$ cat src/rtl/ofdm_pkg.sv
// Shared definitions for the OFDM frame scheduler: phase encoding and default symbol geometry.
package ofdm_pkg;

    typedef enum logic [2:0] {
        PH_IDLE     = 3'd0,
        PH_PREAMBLE = 3'd1,
        PH_CP       = 3'd2,
        PH_DATA     = 3'd3,
        PH_GUARD    = 3'd4
    } phase_e;

    localparam int DEF_FFT_SIZE = 1024;
    localparam int DEF_CP_LEN   = 256;

endpackage

$ cat src/rtl/ofdm_phase_counter.sv
// Sample counter for one frame phase: clears on load, advances per step, wraps to zero on its terminal count.
module ofdm_phase_counter #(
    parameter int WIDTH = 13
) (
    input  logic             clock,
    input  logic             reset,
    input  logic             clear,
    input  logic             step,
    input  logic [WIDTH-1:0] last_val,
    output logic [WIDTH-1:0] count_next,
    output logic             tc
);

    logic [WIDTH-1:0] count_r;

    // Terminal-count compare and next count; count_next is exported so the address mux tracks the counter exactly.
    always_comb begin
        tc = (count_r == last_val);
        if (clear) begin
            count_next = '0;
        end else if (step) begin
            if (tc) begin
                count_next = '0;
            end else begin
                count_next = count_r + WIDTH'(1);
            end
        end else begin
            count_next = count_r;
        end
    end

    // Counter register.
    always_ff @(posedge clock or negedge reset) begin
        if (!reset) begin
            count_r <= '0;
        end else begin
            count_r <= count_next;
        end
    end

endmodule

$ cat src/rtl/ofdm_frame_scheduler.sv
// OFDM transmit frame sequencer: PREAMBLE, SYMS_PER_FRAME x (CP + FFT body), GUARD.
// Drives the IFFT buffer read address and the output mux phase select; all outputs registered.
module ofdm_frame_scheduler
    import ofdm_pkg::*;
#(
    parameter int COUNT_SIZE     = 12,
    parameter int FFT_SIZE       = DEF_FFT_SIZE,
    parameter int CP_LEN         = DEF_CP_LEN,
    parameter int PREAMBLE_LEN   = 2560,
    parameter int GUARD_LEN      = 64,
    parameter int SYMS_PER_FRAME = 14
) (
    input  logic                  clock,
    input  logic                  reset,
    input  logic                  enable,
    input  logic                  ready_in,
    input  logic                  start,
    input  logic                  continuous,
    output logic [2:0]            phase,
    output logic [COUNT_SIZE-1:0] rd_addr,
    output logic [7:0]            symbol_idx,
    output logic                  frame_start,
    output logic                  symbol_start,
    output logic                  frame_done,
    output logic                  busy
);

    // One extra bit so the preamble length can exceed the address range.
    localparam int CW = COUNT_SIZE + 1;

    localparam logic [CW-1:0] PRE_LAST_C   = CW'(PREAMBLE_LEN - 1);
    localparam logic [CW-1:0] CP_LAST_C    = CW'(CP_LEN - 1);
    localparam logic [CW-1:0] FFT_LAST_C   = CW'(FFT_SIZE - 1);
    localparam logic [CW-1:0] GUARD_LAST_C = CW'(GUARD_LEN - 1);
    localparam logic [CW-1:0] CP_BASE_C    = CW'(FFT_SIZE - CP_LEN);
    localparam logic [7:0]    SYM_LAST_C   = 8'(SYMS_PER_FRAME - 1);

    phase_e                  state_r;
    phase_e                  state_nx_s;
    logic [7:0]              sym_r;
    logic [7:0]              sym_nx_s;
    logic [COUNT_SIZE-1:0]   rd_addr_r;
    logic [COUNT_SIZE-1:0]   rd_addr_nx_s;
    logic                    frame_start_r;
    logic                    frame_start_nx_s;
    logic                    symbol_start_r;
    logic                    symbol_start_nx_s;
    logic                    frame_done_r;
    logic                    frame_done_nx_s;
    logic                    busy_r;
    logic                    busy_nx_s;
    logic                    step_s;
    logic                    cnt_clear_s;
    logic                    cnt_step_s;
    logic                    cnt_tc_s;
    logic [CW-1:0]           cnt_last_s;
    logic [CW-1:0]           cnt_nx_s;

    assign step_s = enable && ready_in;

    ofdm_phase_counter #(
        .WIDTH (CW)
    ) u_phase_counter (
        .clock      (clock),
        .reset      (reset),
        .clear      (cnt_clear_s),
        .step       (cnt_step_s),
        .last_val   (cnt_last_s),
        .count_next (cnt_nx_s),
        .tc         (cnt_tc_s)
    );

    // Phase sequencing, symbol counting, pulse generation and next read address.
    always_comb begin
        state_nx_s        = state_r;
        sym_nx_s          = sym_r;
        frame_start_nx_s  = 1'b0;
        symbol_start_nx_s = 1'b0;
        frame_done_nx_s   = 1'b0;
        cnt_clear_s       = 1'b0;
        cnt_step_s        = 1'b0;
        cnt_last_s        = '0;

        case (state_r)
            PH_IDLE: begin
                cnt_clear_s = 1'b1;
                sym_nx_s    = 8'd0;
                if (start) begin
                    state_nx_s       = PH_PREAMBLE;
                    frame_start_nx_s = 1'b1;
                end else begin
                    state_nx_s = PH_IDLE;
                end
            end
            PH_PREAMBLE: begin
                cnt_last_s = PRE_LAST_C;
                cnt_step_s = step_s;
                if (step_s && cnt_tc_s) begin
                    state_nx_s        = PH_CP;
                    symbol_start_nx_s = 1'b1;
                end else begin
                    state_nx_s = PH_PREAMBLE;
                end
            end
            PH_CP: begin
                cnt_last_s = CP_LAST_C;
                cnt_step_s = step_s;
                if (step_s && cnt_tc_s) begin
                    state_nx_s = PH_DATA;
                end else begin
                    state_nx_s = PH_CP;
                end
            end
            PH_DATA: begin
                cnt_last_s = FFT_LAST_C;
                cnt_step_s = step_s;
                if (step_s && cnt_tc_s) begin
                    if (sym_r < SYM_LAST_C) begin
                        state_nx_s        = PH_CP;
                        sym_nx_s          = sym_r + 8'd1;
                        symbol_start_nx_s = 1'b1;
                    end else begin
                        state_nx_s = PH_GUARD;
                        sym_nx_s   = 8'd0;
                    end
                end else begin
                    state_nx_s = PH_DATA;
                end
            end
            PH_GUARD: begin
                cnt_last_s = GUARD_LAST_C;
                cnt_step_s = step_s;
                if (step_s && cnt_tc_s) begin
                    frame_done_nx_s = 1'b1;
                    if (continuous) begin
                        state_nx_s       = PH_PREAMBLE;
                        frame_start_nx_s = 1'b1;
                    end else begin
                        state_nx_s = PH_IDLE;
                    end
                end else begin
                    state_nx_s = PH_GUARD;
                end
            end
            default: begin
                state_nx_s  = PH_IDLE;
                sym_nx_s    = 8'd0;
                cnt_clear_s = 1'b1;
            end
        endcase

        // Address follows the phase/count pair that will be registered this edge.
        case (state_nx_s)
            PH_CP:   rd_addr_nx_s = COUNT_SIZE'(CP_BASE_C + cnt_nx_s);
            PH_DATA: rd_addr_nx_s = COUNT_SIZE'(cnt_nx_s);
            default: rd_addr_nx_s = '0;
        endcase

        busy_nx_s = (state_nx_s != PH_IDLE);
    end

    // State and output registers.
    always_ff @(posedge clock or negedge reset) begin
        if (!reset) begin
            state_r        <= PH_IDLE;
            sym_r          <= 8'd0;
            rd_addr_r      <= '0;
            frame_start_r  <= 1'b0;
            symbol_start_r <= 1'b0;
            frame_done_r   <= 1'b0;
            busy_r         <= 1'b0;
        end else begin
            state_r        <= state_nx_s;
            sym_r          <= sym_nx_s;
            rd_addr_r      <= rd_addr_nx_s;
            frame_start_r  <= frame_start_nx_s;
            symbol_start_r <= symbol_start_nx_s;
            frame_done_r   <= frame_done_nx_s;
            busy_r         <= busy_nx_s;
        end
    end

    assign phase        = state_r;
    assign rd_addr      = rd_addr_r;
    assign symbol_idx   = sym_r;
    assign frame_start  = frame_start_r;
    assign symbol_start = symbol_start_r;
    assign frame_done   = frame_done_r;
    assign busy         = busy_r;

endmodule

$ cat config.mk
export PLATFORM = sky130hd
export DESIGN_NAME = ofdm_frame_scheduler
export DESIGN_NICKNAME = d
export VERILOG_FILES = /design/src/rtl/ofdm_pkg.sv /design/src/rtl/ofdm_phase_counter.sv /design/src/rtl/ofdm_frame_scheduler.sv
export SDC_FILE = /design/constraint.sdc
export NUM_CORES = 1
export LEC_CHECK = 0
export ABC_AREA = 0
export CAP_MARGIN = 20
export CORE_MARGIN = 2
export CORE_UTILIZATION = 53
export CTS_CLUSTER_DIAMETER = 80
export CTS_CLUSTER_SIZE = 14
export DETAILED_ROUTE_END_ITERATION = 7
export GPL_TIMING_DRIVEN = 0
export PLACE_DENSITY = 0.79
export SLEW_MARGIN = 20
export SYNTH_ARGS = -nofsm -noshare
export SYNTH_HDL_FRONTEND = slang
export SYNTH_HIERARCHICAL = 1
export SYNTH_SLANG_ARGS = --single-unit
$ cat constraint.sdc
create_clock -name clock -period 4.55 [get_ports clock]
set_clock_uncertainty 0.2 [all_clocks]
set_input_delay 0.91 -clock clock [delete_from_list [all_inputs] [get_ports clock]]
set_output_delay 0.91 -clock clock [all_outputs]
set_load 0.05 [all_outputs]
==> results.toml, run 1 <==
[outcome]
status = "complete, no violations"

[setup_path]
rr_worst_depth = 12
crit_type = "reg2reg"
r2r_start = "phase[1]$_DFF_PN0_"
startpoint = "phase[1]$_DFF_PN0_"
r2r_slack_ps = 990
worst_r2r_endpoint = "rd_addr[10]$_DFF_PN0_"
required_ps = 4530
cp-start-kind = "register"
arrival_ps = 3540
timing.critical_path.to = "rd_addr[10]$_DFF_PN0_"
cp_max_fo = 10
end_kind = "register"

[synth]
synth-main-ff-cell = "dfrtp_1"
ys_async_sr_fraction_pct = 100
synth.top_cell.area_share_pct = 48.0
syn-cell-area_um2 = 2080
yosys.area.top_type = "dfrtp_1"
ys_warn_count = 6
synth_common_cells = "dfrtp_1, nor2_1, xor2_1, nand2_1, inv_1"
ys_top_cells_by_area = "dfrtp_1, xor2_1, nor2_1"
synth_cells = 205
synth_cell_type_count = 44
synth_area_per_cell_um2 = 10.2
yosysSeqAreaShare_pct = 48.0
synth_edf_count = 0
ys_seq_elements = 40
yosysMostFrequentCell = "dfrtp_1"

[placement]
dp_worst_setup_slack_ps = 971
dpl.hpwl_um = 2910
gp_congestion = 0.774
port_buffers = 32

[floorplan]
row_count = 22
ios = 33
dieArea_um2 = 4450
coreArea_um2 = 3720
start_util_pct = 56.1
die_w_um = 66.7
die_h_um = 66.7

[cts]
cts-root-buf = "clkbuf_8"
clock_latency_ps = 290
cts.sinks = 40
cts_hold_buf = 0
cts_tree = "built"
clockBufferDepth = 2
cts_buffers = 5
ctsResizeCount = 0
post_cts_buffers = 0
h-tree-depth = 2
clk_pin_slew_ps = 70

[pwr]
p_sw_share_pct = 26.1
power_frac_clock_pct = 33.2
p_int_uw = 530
power_density_nw_per_um2 = 278
power_frac_seq_pct = 54.2
p_total_uw = 717
combPwrFrac_pct = 12.6
p_leak_uw = 0.00117
power_switching_uw = 187
vdd_ir_drop_max_v = 0.000241

[grt]
grt_pass1_vias = 1468
antenna_found_initial = 0
grt_pass1_wl_um = 6730
grt_start_max_net_pins = 22
overflow = 0
grt.total_usage_pct = 20.4

[detailed_routing]
vias = 1575
drc = 0
vias_per_cell = 5.34
drt-pass1-iter-count = 4
wl_per_cell_um = 13.1
wirelength_um = 3870
drt_iter0_markers = 71
final_antenna_net_count = 0

[timing]
finalCriticalPeriod_ps = 3560
min_period_over_period_pct = 78.2
tns_ps = 0
setup_viol_count_final = 0
rsz0062_at_grt = "false"
drv_slew = 0
setup_slack_ps = 990
max_slew_margin_pct = 57.8
tightest_slew_ps = 631
max_freq_ghz = 0.281
hold_violations = 0

[finish]
drive_above_1_share_pct = 13.4
area_growth_pct = 23.8
nets = 256
fillers = 298
diodes = 0

[hold_path]
hp-class = "in2async"

[run]
cap_violations = 0
-- logic make-up (layout without fill, tap and decap cells) --
group / after synthesis / count (layout) / synth area share, %
buffers and inverters: 15 / 56 / 3.18
flip-flops: 40 / 40 / 48.0
other: 1 / 2 / 0.180
XOR/XNOR: 23 / 23 / 9.66
multiplexers: 1 / 1 / 0.540
adder cells (fa/ha/maj): 4 / 4 / 2.40
AO/OA/AOI/OAI: 28 / 28 / 11.2
AND/OR/NAND/NOR: 93 / 93 / 24.9
-- flip-flops by register name (all words and copies together) (netlist names) --
register and cells:
u_phase_counter/count_r 13, symbol_start 1, frame_done 1, frame_start 1
rd_addr 12, symbol_idx 8, phase 3, busy 1
-- worst max-delay path, stage by stage (launching register included) --
cell,delay (ps)
dfrtp_1,380
buf_2,180
o21a_1,200
nor2_1,510
xor2_1,140
nor4_1,350
nand4_2,250
inv_1,160
nand3_1,170
or4b_1,520
nand3_2,140
nand2b_4,180
o22ai_1,70
-- metrics by stage --
step,cells,utilization (%),hold WS (ps),cell area [um^2]
detailed placement,287,67.0,336,2490
global placement,286,66.4,352,2470
floorplan,206,-,329,2090
global route,295,69.5,401,2580
CTS,295,69.5,367,2580
finish,295,69.5,363,2580
-- worst min-delay path by stage --
stage,startpoint,endpoint,slack (ps)
2_1_floorplan,u_phase_counter/count_r[12]$_DFF_PN0_,u_phase_counter/count_r[12]$_DFF_PN0_,330
3_3_place_gp,u_phase_counter/count_r[12]$_DFF_PN0_,u_phase_counter/count_r[12]$_DFF_PN0_,350
3_5_place_dp,symbol_idx[3]$_DFFE_PN0P_,symbol_idx[3]$_DFFE_PN0P_,340
4_1_cts,symbol_idx[3]$_DFFE_PN0P_,symbol_idx[3]$_DFFE_PN0P_,370
5_1_grt,reset,u_phase_counter/count_r[7]$_DFF_PN0_,400
6_report,reset,rd_addr[11]$_DFF_PN0_,360
-- metal layers --
layer  track usage (%)  share of wire (%)  up-vias
li1                  -                  -      781
met1              26.4                 46      761
met2              33.1                 48       27
met3              5.07                4.4        6
met4              7.65                1.4        0
met5                 0                  0        -
-- area by class of cell --
type / count / area, um^2 / area share, %
buffer: 3 / 21.3 / 0.824
clock buffer: 8 / 90.1 / 3.49
inverter: 12 / 45.0 / 1.75
multi-input combinational: 151 / 1020 / 39.6
sequential: 40 / 1000 / 38.8
tap: 48 / 60.1 / 2.33
timing repair buffer: 33 / 343 / 13.3
-- layout by cell type, fill, tap and decap left out, types with 2 or more instances in the layout --
cell type        synthesis  final
nand2b_1                 2      2
a31oi_1                  2      2
clkbuf_1                 0      2
a41oi_1                  2      2
clkbuf_8                 0      6
nand3b_1                 3      3
o22ai_1                  3      3
a22o_1                   3      3
nor2_1                  30     30
nor3_1                   5      5
ha_1                     4      4
inv_1                   12     12
o21ai_2                  3      3
nand2_1                 13     13
clkdlybuf4s50_1          0     31
nand4_1                  3      3
buf_2                    2      3
o21a_1                   2      2
nor2b_1                  3      3
xor2_1                  16     16
dfrtp_1                 40     40
and2_2                   8      8
nand3_1                 10     10
and3_1                   3      3
conb_1                   1      2
xnor2_1                  7      7
a21oi_1                  7      7
nor4_1                   2      2
-- power groups by stage --
stage	Combinational [uW]	Clock, uW	Sequential (uW)
6_report	90.3	238	389
5_1_grt	102	263	391
4_1_cts	91.4	245	388
3_5_place_dp	90.9	0	395
3_3_place_gp	86.8	0	394
2_1_floorplan	55.1	0	398
Power figures use the tool's default switching activity.
==> run 2: changes to the inputs <==
==> constraint.sdc (replaced) <==
create_clock -name clock -period 3.65 [get_ports clock]
set_clock_uncertainty 0.2 [all_clocks]
set_input_delay 0.73 -clock clock [delete_from_list [all_inputs] [get_ports clock]]
set_output_delay 0.73 -clock clock [all_outputs]
set_load 0.05 [all_outputs]
==> results.toml, run 2 (synthesis gave the netlist of run 1 again) <==
[outcome]
status = "complete, no violations"

[pwr]
vdd_ir_drop_max_v = 0.000295
power_density_nw_per_um2 = 345
p_leak_uw = 0.00117
p_total_uw = 895

[cts]
h-tree-depth = 2
cts-root-buf = "clkbuf_8"
post_cts_buffers = 0
clk_pin_slew_ps = 70
cts_tree = "built"
cts.sinks = 40
cts_buffers = 5
clock_latency_ps = 290
clockBufferDepth = 2

[timing]
tightest_slew_ps = 505
tns_ps = 0
max_slew_margin_pct = 66.2
hold_violations = 0
finalCriticalPeriod_ps = 3290
min_period_over_period_pct = 90.2
drv_slew = 0
rsz0062_at_grt = "false"
holdWs_ps = 184
setup_viol_count_final = 0
max_freq_ghz = 0.304

[finish]
fillers = 298
area_growth_pct = 24.4
final_cell_area_um2 = 2590
drive_above_1_share_pct = 14.2
seq_area_um2 = 1000
largest_register_ffs = 13
layout_commonest_cell = "dfrtp_1"
multi_input_area_um2 = 1030
diodes = 0
top_register = "u_phase_counter/count_r"
nets = 256
fin_cells = 295
final_cell_mix = "dfrtp_1, clkdlybuf4s50_1, nor2_1"

[detailed_routing]
wl_per_cell_um = 13.2
drt_iter0_markers = 79
final_antenna_net_count = 0
vias = 1588
wirelength_um = 3880
vias_per_cell = 5.38
drt-pass1-iter-count = 4
drc = 0

[setup_path]
end_kind = "register"
startpoint = "phase[1]$_DFF_PN0_"
cp_max_fo = 10
crit_path_top_delay_cell = "or4b_1"
arrival_ps = 3270
cp-start-kind = "register"
r2r_start = "phase[1]$_DFF_PN0_"
required_ps = 3630
critPathBufInv = 2
crit_chain = "buf_2 -> o21a_1 -> nor2_4 -> xor2_1 -> nor4_1 -> nand4_2 -> inv_1 -> nand3_1 -> or4b_1 -> nand3_2 -> nand2b_4 -> o22ai_1"
crit_type = "reg2reg"
cpLargestDelayFamily = "simple AND/OR/NAND/NOR gates"
max_stage_delay_ps = 520

[placement]
gp_congestion = 0.774
placed_cell_area_um2 = 2490
port_buffers = 32
dpl.hpwl_um = 2910
dp.cells = 287

[grt]
grt.total_usage_pct = 20.4
antenna_found_initial = 0
grt_pass1_wl_um = 6730
grt_pass1_vias = 1468
overflow = 0
grt_start_max_net_pins = 22

[floorplan]
ios = 33
dieArea_um2 = 4450
die_w_um = 66.7
die_h_um = 66.7
start_util_pct = 56.1
coreArea_um2 = 3720
row_count = 22

[run]
cap_violations = 0

[hold_path]
hp-class = "in2async"
## run 2: path summary, 6_finish.rpt
| check | cells after the start | endpoint | slack [ps] |
|---|---|---|---|
| max in group asynchronous | 2 | symbol_idx[6]$_DFFE_PN0P_ | 2620 |
| worst min-delay path | 1 | rd_addr[11]$_DFF_PN0_ | 180 |
| worst max register to register | 12 | rd_addr[10]$_DFF_PN0_ | 360 |
| worst min register to register | 1 | symbol_idx[3]$_DFFE_PN0P_ | 360 |
| min in group clock | 1 | symbol_idx[3]$_DFFE_PN0P_ | 360 |
| worst max-delay path | 12 | rd_addr[10]$_DFF_PN0_ | 360 |
## run 2: metrics by stage
step	setup WS, ps	util (%)
3_3_place_gp	105	66.4
6_report	358	69.8
3_5_place_dp	78.2	67.0
2_1_floorplan	87.6	-
5_1_grt	87.9	69.8
4_1_cts	67.4	69.5
## run 2: cell type report
type	count	area share, %
sequential	40	38.6
buffer	3	0.820
clock buffer	8	3.47
timing repair buffer	33	13.2
inverter	12	1.74
multi-input combinational	151	39.8
tap	48	2.32
## run 2: what timing repair did
item                                    in CTS  in global routing
hold buffers                                 0                  0
endpoints found under the setup margin       0                 12
resized for setup                            0                  3
## run 2: layer usage
layer | wire length, um | global-route usage, %
met3 | 154 | 5.07
met1 | 1780 | 26.4
met4 | 57 | 7.65
met2 | 1890 | 33.1
met5 | 0 | 0
## run 2: where the power goes
part           total (uW)  leakage [uW]  internal [uW]  switching (uW)
logic                 114      0.000585           47.4            66.5
clock network         296     0.0000455            154             142
registers             485      0.000544            460            25.1
total                 895       0.00117            661             234
==> run 3: changes to the inputs <==
--- a/config.mk
+++ b/config.mk
@@ -7,13 +7,14 @@
 export LEC_CHECK = 0
 export ABC_AREA = 0
 export CAP_MARGIN = 20
+export CORE_ASPECT_RATIO = 1.75
 export CORE_MARGIN = 2
-export CORE_UTILIZATION = 53
+export CORE_UTILIZATION = 45
 export CTS_CLUSTER_DIAMETER = 80
 export CTS_CLUSTER_SIZE = 14
 export DETAILED_ROUTE_END_ITERATION = 7
 export GPL_TIMING_DRIVEN = 0
-export PLACE_DENSITY = 0.79
+export PLACE_DENSITY = 0.69
 export SLEW_MARGIN = 20
 export SYNTH_ARGS = -nofsm -noshare
 export SYNTH_HDL_FRONTEND = slang
==> results.toml, run 3 (synthesis gave the netlist of run 1 again) <==
[outcome]
status = "complete, no violations"

[cts]
ctsResizeCount = 1
post_cts_buffers = 0
cts_tree = "built"
clockBufferDepth = 2
cts_hold_buf = 0
cts-root-buf = "clkbuf_8"
clk_pin_slew_ps = 80
cts.sinks = 40
clock_latency_ps = 300
h-tree-depth = 2
cts_buffers = 5

[placement]
port_buffers = 32
dpl.hpwl_um = 3220
gp_congestion = 0.816

[timing]
holdWs_ps = 186
max_slew_margin_pct = 65.9
rsz0062_at_grt = "false"
min_period_over_period_pct = 92.5
tightest_slew_ps = 510
drv_slew = 0
finalCriticalPeriod_ps = 3380
setup_viol_count_final = 0
hold_violations = 0
max_freq_ghz = 0.296

[finish]
area_growth_pct = 25.3
layout_commonest_cell = "dfrtp_1"
drive_above_1_share_pct = 15.4
seq_area_um2 = 1000
diodes = 0
largest_register_ffs = 13
nets = 256
fin_util_pct = 58.8
fillers = 401
final_cell_mix = "dfrtp_1, clkdlybuf4s50_1, nor2_1"
top_register = "u_phase_counter/count_r"
multi_input_area_um2 = 1040

[detailed_routing]
drt-pass1-iter-count = 4
final_antenna_net_count = 0
wl_per_cell_um = 14.7
wirelength_um = 4380
vias_per_cell = 5.40
vias = 1609
drt_iter0_markers = 11
drc = 0

[grt]
grt_pass1_vias = 1723
overflow = 0
grt.total_usage_pct = 19.0
antenna_found_initial = 0
grt_start_max_net_pins = 23
grt_pass1_wl_um = 7670

[run]
cap_violations = 0

[setup_path]
crit_path_top_delay_cell = "or4b_1"
max_stage_delay_ps = 540
arrival_ps = 3360
cp_max_fo = 10
crit_type = "reg2reg"
cp-start-kind = "register"
end_kind = "register"
crit_chain = "buf_2 -> o21a_1 -> nor2_4 -> xor2_1 -> nor4_1 -> nand4_2 -> inv_1 -> nand3_1 -> or4b_1 -> nand3_2 -> nand2b_4 -> o22ai_1"
required_ps = 3630

[floorplan]
row_count = 32
die_w_um = 55.5
coreArea_um2 = 4440
die_h_um = 94.0
dieArea_um2 = 5210
start_util_pct = 46.9
ios = 33

[pwr]
power_density_nw_per_um2 = 350
vdd_ir_drop_max_v = 0.000295
p_leak_uw = 0.00117

[hold_path]
hp-class = "in2async"
-- run 3: changes by cell type in the layout (fill, tap and decap cells not counted) --
| cell | delta |
|---|---|
| nor4_2 | +1 |
| nor4_1 | -1 |
| clkbuf_1 | -2 |
| clkinvlp_4 | +2 |
-- run 3: report_power, final --
| group | switching, uW | internal (uW) |
|---|---|---|
| Combinational | 68.8 | 48.1 |
| Clock | 158 | 153 |
| Sequential | 26.6 | 459 |
-- run 3: worst max-delay path, delay by kind of cell (launching register included) --
kind | cells | cell delay (ps)
AO/OA/AOI/OAI | 2 | 310
XOR/XNOR | 1 | 100
flip-flops | 1 | 380
buffers and inverters | 2 | 340
AND/OR/NAND/NOR | 7 | 1930
-- run 3: final timing paths --
check	startpoint	end	slack [ps]	cells past startpoint
worst min-delay path	reset	phase[1]$_DFF_PN0_	190	1
worst max-delay path	phase[1]$_DFF_PN0_	rd_addr[11]$_DFF_PN0_	270	12
min in group clock	u_phase_counter/count_r[12]$_DFF_PN0_	u_phase_counter/count_r[12]$_DFF_PN0_	370	2
worst max register to register	phase[1]$_DFF_PN0_	rd_addr[11]$_DFF_PN0_	270	12
worst min register to register	u_phase_counter/count_r[12]$_DFF_PN0_	u_phase_counter/count_r[12]$_DFF_PN0_	370	2
max in group asynchronous	reset	u_phase_counter/count_r[7]$_DFF_PN0_	2590	2
-- run 3: routing by layer --
layer | vias to the layer above | GRT usage [%] | part of all wire [%]
li1 | 780 | - | -
met1 | 799 | 18.7 | 38
met2 | 21 | 36.2 | 57
met3 | 9 | 2.89 | 2.5
met4 | 0 | 11.8 | 3.0
met5 | - | 0 | 0
-- run 3: cell type report --
type,count,share of cell area (%)
multi-input combinational,151,39.8
clock inverter,2,0.575
timing repair buffer,33,13.1
clock buffer,6,3.16
inverter,12,1.72
tap,51,2.44
buffer,3,0.815
sequential,40,38.3
-- run 3: per-stage QoR --
stage / setup WS, ps / TNS, ps / total power [uW] / cell area, um^2 / std cells
after floorplan: 87.6 / 0 / 565 / 2090 / 206
after global placement: -52.6 / -122 / 603 / 2470 / 289
after detailed placement: -53.4 / -146 / 608 / 2490 / 290
after CTS: 115 / 0 / 927 / 2590 / 298
after global routing: 33.7 / 0 / 962 / 2610 / 298
final: 274 / 0 / 914 / 2610 / 298
